--- src/rtl/axi4_wr_arbiter.sv ---
`default_nettype none
// ============================================================================
// Module      : axi4_wr_arbiter
// Description : Two-master to one-slave arbiter for the AXI4 write path
//               (AW, W, B). Round-robin grant, one write transaction in
//               flight. The granted master's AW and W channels are forwarded
//               downstream. The B response is routed back to that master.
// Ports       : clock, reset      - system clock, synchronous active-high reset
//               S0_* / S1_*       - upstream master write channels (AW, W, B)
//               M_*               - downstream slave write channels (AW, W, B)
//               busy              - transaction in progress (state not IDLE)
//               err_len           - sticky: WLAST not on beat AWLEN+1
//               err_id            - sticky: returned BID differs from granted AWID
// Revision    : 1.0 - initial release
// ============================================================================
module axi4_wr_arbiter #(
    parameter int ADDR_WIDTH = 32,
    parameter int DATA_WIDTH = 32,
    parameter int ID_WIDTH   = 8
) (
    input  logic                    clock,
    input  logic                    reset,
    // master 0
    input  logic [ID_WIDTH-1:0]     S0_AWID,
    input  logic [ADDR_WIDTH-1:0]   S0_AWADDR,
    input  logic [7:0]              S0_AWLEN,
    input  logic [2:0]              S0_AWSIZE,
    input  logic [1:0]              S0_AWBURST,
    input  logic                    S0_AWVALID,
    output logic                    S0_AWREADY,
    input  logic [DATA_WIDTH-1:0]   S0_WDATA,
    input  logic [DATA_WIDTH/8-1:0] S0_WSTRB,
    input  logic                    S0_WLAST,
    input  logic                    S0_WVALID,
    output logic                    S0_WREADY,
    output logic [ID_WIDTH-1:0]     S0_BID,
    output logic [1:0]              S0_BRESP,
    output logic                    S0_BVALID,
    input  logic                    S0_BREADY,
    // master 1
    input  logic [ID_WIDTH-1:0]     S1_AWID,
    input  logic [ADDR_WIDTH-1:0]   S1_AWADDR,
    input  logic [7:0]              S1_AWLEN,
    input  logic [2:0]              S1_AWSIZE,
    input  logic [1:0]              S1_AWBURST,
    input  logic                    S1_AWVALID,
    output logic                    S1_AWREADY,
    input  logic [DATA_WIDTH-1:0]   S1_WDATA,
    input  logic [DATA_WIDTH/8-1:0] S1_WSTRB,
    input  logic                    S1_WLAST,
    input  logic                    S1_WVALID,
    output logic                    S1_WREADY,
    output logic [ID_WIDTH-1:0]     S1_BID,
    output logic [1:0]              S1_BRESP,
    output logic                    S1_BVALID,
    input  logic                    S1_BREADY,
    // downstream slave
    output logic [ID_WIDTH-1:0]     M_AWID,
    output logic [ADDR_WIDTH-1:0]   M_AWADDR,
    output logic [7:0]              M_AWLEN,
    output logic [2:0]              M_AWSIZE,
    output logic [1:0]              M_AWBURST,
    output logic                    M_AWVALID,
    input  logic                    M_AWREADY,
    output logic [DATA_WIDTH-1:0]   M_WDATA,
    output logic [DATA_WIDTH/8-1:0] M_WSTRB,
    output logic                    M_WLAST,
    output logic                    M_WVALID,
    input  logic                    M_WREADY,
    input  logic [ID_WIDTH-1:0]     M_BID,
    input  logic [1:0]              M_BRESP,
    input  logic                    M_BVALID,
    output logic                    M_BREADY,
    // status
    output logic                    busy,
    output logic                    err_len,
    output logic                    err_id
);

    localparam logic [1:0] c_ST_IDLE = 2'd0;
    localparam logic [1:0] c_ST_ADDR = 2'd1;
    localparam logic [1:0] c_ST_DATA = 2'd2;
    localparam logic [1:0] c_ST_RESP = 2'd3;

    logic [1:0]          r_state;
    logic                r_grant;
    logic                r_last_grant;
    logic [7:0]          r_beat;
    logic [ID_WIDTH-1:0] r_awid;
    logic [7:0]          r_awlen;
    logic                r_err_len;
    logic                r_err_id;

    logic w_in_addr;
    logic w_in_data;
    logic w_in_resp;
    logic w_sg_awvalid;
    logic w_sg_wvalid;
    logic w_sg_wlast;
    logic w_sg_bready;
    logic w_aw_hs;
    logic w_w_hs;
    logic w_b_hs;

    assign w_in_addr = (r_state == c_ST_ADDR);
    assign w_in_data = (r_state == c_ST_DATA);
    assign w_in_resp = (r_state == c_ST_RESP);

    // Granted-master views of the handshake inputs
    assign w_sg_awvalid = r_grant ? S1_AWVALID : S0_AWVALID;
    assign w_sg_wvalid  = r_grant ? S1_WVALID  : S0_WVALID;
    assign w_sg_wlast   = r_grant ? S1_WLAST   : S0_WLAST;
    assign w_sg_bready  = r_grant ? S1_BREADY  : S0_BREADY;

    assign w_aw_hs = w_in_addr & w_sg_awvalid & M_AWREADY;
    assign w_w_hs  = w_in_data & w_sg_wvalid  & M_WREADY;
    assign w_b_hs  = w_in_resp & M_BVALID     & w_sg_bready;

    // Payload fields follow the grant unconditionally; only VALID/READY are
    // qualified by state, so no extra gating sits in the data path.
    assign M_AWID    = r_grant ? S1_AWID    : S0_AWID;
    assign M_AWADDR  = r_grant ? S1_AWADDR  : S0_AWADDR;
    assign M_AWLEN   = r_grant ? S1_AWLEN   : S0_AWLEN;
    assign M_AWSIZE  = r_grant ? S1_AWSIZE  : S0_AWSIZE;
    assign M_AWBURST = r_grant ? S1_AWBURST : S0_AWBURST;
    assign M_AWVALID = w_in_addr & w_sg_awvalid;
    assign S0_AWREADY = w_in_addr & ~r_grant & M_AWREADY;
    assign S1_AWREADY = w_in_addr &  r_grant & M_AWREADY;

    assign M_WDATA  = r_grant ? S1_WDATA : S0_WDATA;
    assign M_WSTRB  = r_grant ? S1_WSTRB : S0_WSTRB;
    assign M_WLAST  = w_sg_wlast;
    assign M_WVALID = w_in_data & w_sg_wvalid;
    assign S0_WREADY = w_in_data & ~r_grant & M_WREADY;
    assign S1_WREADY = w_in_data &  r_grant & M_WREADY;

    assign S0_BID    = M_BID;
    assign S0_BRESP  = M_BRESP;
    assign S1_BID    = M_BID;
    assign S1_BRESP  = M_BRESP;
    assign S0_BVALID = w_in_resp & ~r_grant & M_BVALID;
    assign S1_BVALID = w_in_resp &  r_grant & M_BVALID;
    assign M_BREADY  = w_in_resp & w_sg_bready;

    assign busy    = (r_state != c_ST_IDLE);
    assign err_len = r_err_len;
    assign err_id  = r_err_id;

    always_ff @(posedge clock) begin
        if (reset) begin
            r_state      <= c_ST_IDLE;
            r_grant      <= 1'b0;
            r_last_grant <= 1'b1;   // master 0 wins the first contested round
            r_beat       <= 8'd0;
            r_awid       <= '0;
            r_awlen      <= 8'd0;
            r_err_len    <= 1'b0;
            r_err_id     <= 1'b0;
        end else begin
            case (r_state)
                c_ST_IDLE: begin
                    if (S0_AWVALID | S1_AWVALID) begin
                        // Contested: the master that did not go last wins
                        r_grant <= (S0_AWVALID & S1_AWVALID) ? ~r_last_grant : S1_AWVALID;
                        r_state <= c_ST_ADDR;
                    end
                end
                c_ST_ADDR: begin
                    if (w_aw_hs) begin
                        r_awid  <= M_AWID;
                        r_awlen <= M_AWLEN;
                        r_beat  <= 8'd0;
                        r_state <= c_ST_DATA;
                    end
                end
                c_ST_DATA: begin
                    if (w_w_hs) begin
                        r_beat <= r_beat + 8'd1;
                        if (w_sg_wlast) begin
                            if (r_beat != r_awlen) begin
                                r_err_len <= 1'b1;
                            end
                            r_state <= c_ST_RESP;
                        end else if (r_beat == r_awlen) begin
                            // Final expected beat without WLAST; keep going until WLAST
                            r_err_len <= 1'b1;
                        end
                    end
                end
                c_ST_RESP: begin
                    if (w_b_hs) begin
                        if (M_BID != r_awid) begin
                            r_err_id <= 1'b1;
                        end
                        r_last_grant <= r_grant;
                        r_state      <= c_ST_IDLE;
                    end
                end
                default: begin
                    r_state <= c_ST_IDLE;
                end
            endcase
        end
    end

endmodule
`default_nettype wire

--- config.mk ---
export PLATFORM = sky130hd
export DESIGN_NAME = axi4_wr_arbiter
export DESIGN_NICKNAME = d
export VERILOG_FILES = /design/src/rtl/axi4_wr_arbiter.sv
export SDC_FILE = /design/constraint.sdc
export NUM_CORES = 1
export LEC_CHECK = 0
export CORE_AREA = 2 2 127 129
export DETAILED_ROUTE_END_ITERATION = 8
export DIE_AREA = 0 0 129 131
export PLACE_DENSITY = 0.7
export SYNTH_ARGS = -nofsm -noshare
export SYNTH_HDL_FRONTEND = slang
export SYNTH_SLANG_ARGS = --single-unit
--- constraint.sdc ---
create_clock -name clock -period 1.5 [get_ports clock]
set_input_delay 0.3 -clock clock [delete_from_list [all_inputs] [get_ports clock]]
set_output_delay 0.3 -clock clock [all_outputs]
set_load 0.02 [all_outputs]
==> summary by stage, run 1 <==
Outcome
The flow ran to the end, but the final reports show violations. The checks that failed: setup timing.

Yosys
The share of flip-flops with an asynchronous set or reset is 0%. The number of cells produced by synthesis is 319. The cell area that synthesis handed to floorplanning was 0.00284 sq mm.

In this run, synthesis inferred 0 flip-flops with an integrated enable. The flip-flop and latch count after synthesis is 30. During synthesis, Yosys emitted a total of 0 warnings. The sequential fraction of the synthesis area is 21.1%.

The total nets after synthesis is 526. Each instance of the synthesized netlist takes up on average 8.91 sq um. In the post-synthesis netlist, the biggest area contributors are mux2_2 36%, dfxtp_1 21%, nor3_1 5.6%.

For this run, the leading register cell type out of synthesis is dfxtp_1. The post-synthesis cell type with the largest combined area is mux2_2. The distinct cell type count after synthesis is 38. The share of the synthesized area in the top cell type is 36.1%.

Timing
The count of final setup violators is 126. Headroom to the max-slew limit came out at 77.3%. Setup repair after global routing could not meet its margin everywhere.

The achievable frequency is 542 MHz. For the pin with the worst max-slew slack, the measured transition is 341 ps. The count of pins over their slew limit was 0. The worst-case clock skew is 6.44 ps. The worst setup margin is -344 ps. In the final timing run, aggregate negative setup slack is -30,750 ps. Of the available clock period, the critical path in the final layout requires 123%.

The count of endpoints failing hold in the final timing report is 0. The routed design could run at a clock period as short as 1840 ps.

Worst setup path
The worst register-to-register path has a setup slack of -330 ps. The required time of the critical path is 1200 ps. In this run the worst path has a maximum fanout of 6. The worst register-to-register path begins at r_grant. The cell at the slowest stage of the critical path is dfxtp_4. The number of buffers and inverters on the critical path is 4. For the worst flop-to-flop path, the logic depth is 10. In this design, the stage delay of the slowest critical-path cell is 390 ps. The critical path startpoint category is a flip-flop. The worst setup path is captured at a primary output. Traced cell by cell, the critical path runs through buf_12 > buf_16 > buf_8 > mux2_4 > buf_6. The critical path in this run is classified as flip-flop to primary output. The cell family contributing the most delay on the critical path is buffers and inverters.

For the worst setup path, the data arrival time is 1540 ps. In this run the critical register-to-register path is captured at r_awid[6].

Place
The placer congestion estimate is 0.812. The total cell area at the placement stage is 0.00645 sq mm. The total half-perimeter wirelength after legalization and detailed placement is 14,200 um.

OpenSTA, run right after detailed placement, puts the worst setup slack at -465 ps. Including well taps, the total number of placed cells is 862. In this run the tool buffered the top-level ports with 316 buffer cells.

GRT
For this run the aggregate overflow at the end of global routing stands at 0. The via count of the first global-routing pass was 3,773. The total track usage is 19.3%. The initial antenna violation count was 3. The largest net degree at the start of global routing is 24.

The first global-routing pass estimated 23,600 um of wire.

Route
The routed design has 18,000 um of wire. After detailed routing, the number of vias per cell comes to 4.32. In the final routed layout, each cell accounts on average for 20.0 um. The antenna violation net count after detailed routing is 0. The number of detailed-routing iterations run before antenna repair is 4.

The number of violations reported at the end of detailed-routing iteration 0 is 115. The DRC violations left is 0. The via count of the routed design is 3,873.

Hold path
The hold path startpoint is err_id. The depth of the worst hold-timing path is 1. The path class of the lowest-slack min-delay path is flip-flop to flip-flop. The sink of the worst hold path is err_id.

Power
Per report_power, the sequential group accounts for 15.1% of the total. The maximum vdd drop is 0.461 mV. Net switching is 38.4% of the power. The internal power is 4230 uW. The power density over the cells is 915 mW/mm^2. The clock network is responsible for 14.6% of the overall power. Per report_power, the combinational group accounts for 70.3% of the total. For this design the total switching power over the nets is 2640 uW. The total chip power is 6880 uW.

The leakage component of the power is 0.00314 uW.

Floorplanning
In this run the horizontal extent of the chip is 129 um. In this run the vertical extent of the chip is 131 um. The floorplan has 46 rows. The region available for standard cell placement spans 0.0156 sq mm.

The number of primary I/O pins is 323. Once the floorplan was initialized, standard cells occupied 18.2% of the core. The area enclosed by the die boundary is 0.0169 sq mm.

Clocking
The CTS root buffer is clkbuf_16. The maximum root-to-sink buffer count is 2. The later-pin clock latency in the skew report is 270 ps. The CTS tree is built. The hold-fix buffer count after cts is 0. After clock tree synthesis, the clock-pin slew on the worst setup and hold paths is 50 ps.

In this run, CTS created clock tree buffers numbering 5. Clock tree synthesis found a total of 30 sinks. The H-tree was split into 2 levels.

Final layout
The layout overhead on the synthesized area is 165%. Counting the fill cells in the layout gives 1,482. The layout net count is 884. In the layout the commonest cells are 192 x clkdlybuf4s50_1, 72 x buf_6, 61 x mux2_4. The finished layout holds 897 standard cells, fillers aside. Cells with a size suffix above 1 make up 48.8% of the layout. The most common cell after layout, fill and taps aside is clkdlybuf4s50_1. After routing the design area is 0.00752 sq mm.

Run
Max-cap violations in this run came to 0.
==> routing by layer <==
| layer | up-vias | global-route usage [%] | routed length (um) |
|---|---|---|---|
| li1 | 1855 | - | - |
| met1 | 1850 | 23.5 | 7390 |
| met2 | 158 | 34.1 | 8950 |
| met3 | 10 | 6.11 | 1480 |
| met4 | 0 | 3.07 | 134 |
| met5 | - | 0 | 0 |
==> power by group through the flow <==
stage | Sequential [uW] | Clock, uW | Combinational, uW
2_1_floorplan | 979 | 0 | 1960
3_3_place_gp | 1000 | 0 | 3850
3_5_place_dp | 1010 | 0 | 3860
4_1_cts | 1010 | 1020 | 4670
5_1_grt | 1050 | 1050 | 5100
6_report | 1040 | 1010 | 4840
==> stage by stage <==
step	util (%)	hold slack, ps
after floorplan	-	470
after global placement	41.3	447
final	48.2	459
after detailed placement	41.3	458
after global routing	48.2	497
after CTS	46.9	465
==> cell usage after synthesis (2+ instances only) <==
| library cell | count |
|---|---|
| nand3_1 | 5 |
| buf_6 | 2 |
| inv_1 | 7 |
| o21ai_0 | 3 |
| mux2_2 | 91 |
| dfxtp_1 | 30 |
| o31a_1 | 2 |
| nand4_1 | 3 |
| a211oi_1 | 2 |
| o21a_1 | 2 |
| a31oi_1 | 4 |
| and2_1 | 4 |
| mux2i_1 | 3 |
| a21oi_1 | 5 |
| xor2_1 | 8 |
| ha_1 | 6 |
| nor2b_1 | 5 |
| and3_1 | 5 |
| nand2_1 | 11 |
| buf_2 | 10 |
| nor3_1 | 32 |
| nor2_1 | 21 |
| xnor2_1 | 8 |
| nand2b_1 | 3 |
| clkbuf_1 | 8 |
| buf_4 | 20 |
| or3_1 | 3 |
| a311oi_1 | 5 |
| nor4_1 | 2 |
==> logic make-up after synthesis <==
family	count (synthesis)	share of synthesized area, %
buf+inv	47	9.82
flops	30	21.1
xor+xnor	16	4.93
simple gates	95	16.5
mux	94	37.1
compound gates	31	7.88
fa+ha+maj	6	2.64
==> sequential cells by signal, indices dropped and copies added (netlist names) <==
signal,count
r_state,2
r_grant,1
r_last_grant,1
err_len,1
r_awid,8
err_id,1
r_beat,8
r_awlen,8
==> layout make-up <==
cell class	instances	area [sq um]	area share (%)
Clock buffer	7	143	1.90
Tap cell	216	270	3.59
Clock inverter	1	5.00	0.0666
Multi-Input combinational cell	242	2560	34.0
Inverter	7	26.3	0.349
Timing Repair Buffer	391	3900	51.9
Sequential cell	30	612	8.14
Antenna cell	3	7.51	0.0999
==> worst max-delay path by stage <==
stage / startpoint / to / slack [ps] / depth (start not counted)
6_report: r_grant / M_WDATA[1] / -340 / 5
3_3_place_gp: M_AWREADY / S0_AWREADY / -480 / 4
3_5_place_dp: M_AWREADY / S0_AWREADY / -460 / 4
5_1_grt: r_grant / M_WDATA[1] / -390 / 5
4_1_cts: r_grant / M_AWSIZE[2] / -380 / 3
2_1_floorplan: r_grant / M_WSTRB[1] / -20 / 4
==> worst reg2reg max path, stage by stage (launching register included) <==
cell and delay, ps:
dfxtp_4 370, buf_12 160, buf_16 160, mux2i_4 190
buf_6 130, buf_6 110, buf_8 130, nor2_4 140
buf_8 170, nor2_1 50, nor3_1 130
==> repair_timing <==
action / 4_1_cts / 5_1_grt
gates resized for setup: 588 / 77
setup buffers: 21 / 3
pin swaps: 37 / 13
endpoints found under the setup margin: 146 / 127
gates cloned: 5 / 1
Power figures use the tool's default switching activity.
==> run 2, diff against run 1 <==
==> config.mk (replaced) <==
export PLATFORM = sky130hd
export DESIGN_NAME = axi4_wr_arbiter
export DESIGN_NICKNAME = d
export VERILOG_FILES = /design/src/rtl/axi4_wr_arbiter.sv
export SDC_FILE = /design/constraint.sdc
export NUM_CORES = 1
export LEC_CHECK = 0
export CORE_AREA = 2 2 125 127
export CTS_BUF_LIST = sky130_fd_sc_hd__clkbuf_8
export DETAILED_ROUTE_END_ITERATION = 8
export DIE_AREA = 0 0 127 129
export PLACE_DENSITY = 0.72
export SYNTH_ARGS = -nofsm -noshare
export SYNTH_HDL_FRONTEND = slang
export SYNTH_SLANG_ARGS = --single-unit
==> summary by stage, run 2 (synthesis results as in run 1) <==
Timing
The worst-case clock skew is 3.19 ps (-3.25 ps). The total negative setup slack is -33,350 ps (-2600 ps). The count of endpoints failing hold in the final timing report is 0 (unchanged).

The worst setup margin is -390 ps (-45.5 ps). The normalized max-slew margin came to 80.0% (+2.7 points). The count of pins over their slew limit is 0 (unchanged). The transition time at the pin with the least slew margin came to 298 ps (-43.0 ps). The final critical-path required period is 1890 ps (+45.5 ps). The achievable frequency is 529 MHz (-2.4%). Setup repair after global routing could not meet its margin everywhere. The count of final setup violators was 126 (unchanged). The ratio of final minimum period to clock period is 126% (+3.0 points).

Clocking
The CTS tree is built. The clock sink count is 30 (unchanged). The later-pin clock latency in the skew report came to 290 ps (+20 ps). The CTS root buffer is clkbuf_8. The maximum root-to-sink buffer count is 2 (unchanged). The TritonCTS buffer count is 5 (unchanged). The clock transition at the register clock pins on the worst setup and hold paths after CTS is 70 ps (+20 ps). The H-tree depth reported by CTS is 2 (unchanged).

Final layout
The number of non-filler instances in the completed layout was 903 (+0.67%). The most common cell after layout, fill and taps aside is clkdlybuf4s50_1. The layout overhead on the synthesized area is 173%. The largest registers in the layout are r_awid: 8 flops, r_awlen: 8 flops, r_beat: 8 flops. In the layout the commonest cells are 192 x clkdlybuf4s50_1, 93 x buf_6, 63 x mux2_4. The layout net count is 916 (+3.6%). The count of filler cells inserted in the layout was 1,287 (-13%). The fraction of final layout cells with drive strength greater than 1 came to 51.2% (+2.4 points).

The cell area after layout was 0.00776 sq mm (+3.2%). The final core utilization is 51.8% (+3.6 points).

Place
The total cell area at the placement stage is 0.00644 sq mm (-0.12%). The placer congestion estimate is 0.884 (+8.9%). The total half-perimeter wirelength after legalization and detailed placement is 15,000 um (+5.7%). The number of buffers added on ports is 316 (unchanged).

The number of placed instances, taps included is 835 (-3.1%).

Worst setup path
STA classifies the critical path endpoint as a primary output. The required time of the critical path is 1200 ps (about the same). The worst setup path is launched from a flip-flop. The arrival time at the worst endpoint came to 1590 ps (+50 ps). The launch instance of the worst register-to-register path is r_grant. The launch point of the worst path is r_grant. The worst-path maximum fanout was 8 (+2). The critical path in this run is classified as flip-flop to primary output.

GRT
The remaining global-route overflow was 0 (unchanged). The via count of the first global-routing pass is 4,284 (+14%). The global-route wire length before repair came to 26,700 um (+13%). The total track usage came to 21.8% (+2.4 points).

The initial antenna violation count is 6 (+3). The largest net degree at the start of global routing is 18 (-25%).

Floorplanning
The area enclosed by the die boundary is 0.0164 sq mm (-3.1%). The number of placement rows came to 45 (-2.2%). The effective utilization at floorplan is 19.0% (+0.75 points). The number of primary I/O pins was 323 (unchanged). The core area is 0.0150 sq mm (-4.0%). The overall die height is 129 um (-1.5%). The overall die width is 127 um (-1.6%).

Power
The power density over the cells came to 934 mW/mm^2 (+2.1%). The fraction of power spent switching nets is 38.3% (-0.17 points). The sequential share of power came to 13.9% (-1.2 points). The maximum vdd drop was 0.415 mV (-10%).

The total chip power came to 7240 uW (+5.3%). The internal power is 4470 uW (+5.6%). The net switching power of the design was 2770 uW (+4.9%). The combinational cell fraction of total power is 74.3% (+4.0 points).

The leakage component of the power is 0.00331 uW (+5.4%). The portion of total power attributed to the clock network came to 11.8% (-2.8 points).

Route
The via density per instance came to 4.69 (+8.6%). The number of violations reported at the end of detailed-routing iteration 0 is 311 (+170%). The average detailed-routed wire length per instance is 22.0 um (+9.9%). The number of detailed-routing iterations run before antenna repair is 4 (unchanged). The post-detailed-routing wire length was 19,900 um (+11%). The DRC violations left is 0 (unchanged).

The antenna violation net count after detailed routing is 0 (unchanged). The via count of the routed design is 4,236 (+9.4%).

Outcome
The run finished, with violations left. The final reports fail on setup timing.

Run
The total of max-cap violations is 0 (unchanged).

Hold path
In this run the worst hold path is classified as flip-flop to flip-flop. The hold path startpoint is err_id.
## run 2: cell types whose count changed in the layout (fill, tap and decap cells not counted), sizes merged
cell | previous run | this run
buf | 155 | 196
dlygate4sd2 | 23 | 13
clkdlybuf4s15 | 11 | 8
diode | 3 | 6
clkbuf | 16 | 18
bufinv | 0 | 1
clkinv | 1 | 0
o21a | 2 | 3
## run 2: final timing paths
kind,to,slack (ps),cells past startpoint
min reg2reg,err_id,470,1
max reg2reg,err_len,-370,7
min,err_id,470,1
max,M_AWADDR[28],-390,5
## run 2: power groups by stage
stage / combinational, uW / clock, uW / sequential, uW
2_1_floorplan: 1960 / 0 / 979
3_3_place_gp: 3820 / 0 / 1000
3_5_place_dp: 3900 / 0 / 1010
4_1_cts: 4580 / 852 / 996
5_1_grt: 5630 / 895 / 1020
6_report: 5380 / 852 / 1010
## run 2: worst max-delay path: stages (launching register included)
cell     delay, ps
dfxtp_4        410
buf_12         130
buf_8          140
buf_4          130
mux2_2         330
buf_2          160
## run 2: timing repair
| action | 4_1_cts | 5_1_grt |
|---|---|---|
| pin swaps | 24 | 20 |
| resized for setup | 418 | 326 |
| setup endpoints to repair | 146 | 132 |
| setup buffers | 31 | 20 |
| cloned | 7 | 0 |
| hold buffers | 0 | 0 |
## run 2: through the flow
stage               worst slack, ps  hold slack, ps
CTS                            -562             467
floorplan                     -21.9             470
finish                         -390             467
global route                   -436             498
detailed placement             -533             457
global placement               -494             449
## run 2: routing by layer
metal | routed length [um] | global-route usage (%) | part of all wire, % | vias up
met1 | 7280 | 23.9 | 37 | 2030
met2 | 10200 | 40.9 | 51 | 229
met3 | 1860 | 7.44 | 9.3 | 45
li1 | - | - | - | 1930
met5 | 7 | 0 | 0.035 | -
met4 | 578 | 4.27 | 2.9 | 2
## run 2: cell type report
cell class	instances	area (sq um)	share of cell area (%)
diodes	6	15.0	0.194
clock buffers	6	82.6	1.06
clock inverters	1	30.0	0.387
inverters	7	31.3	0.403
multi-input cells	243	2490	32.1
flip-flops and latches	30	612	7.89
well taps	188	235	3.03
repair buffers	422	4260	55.0
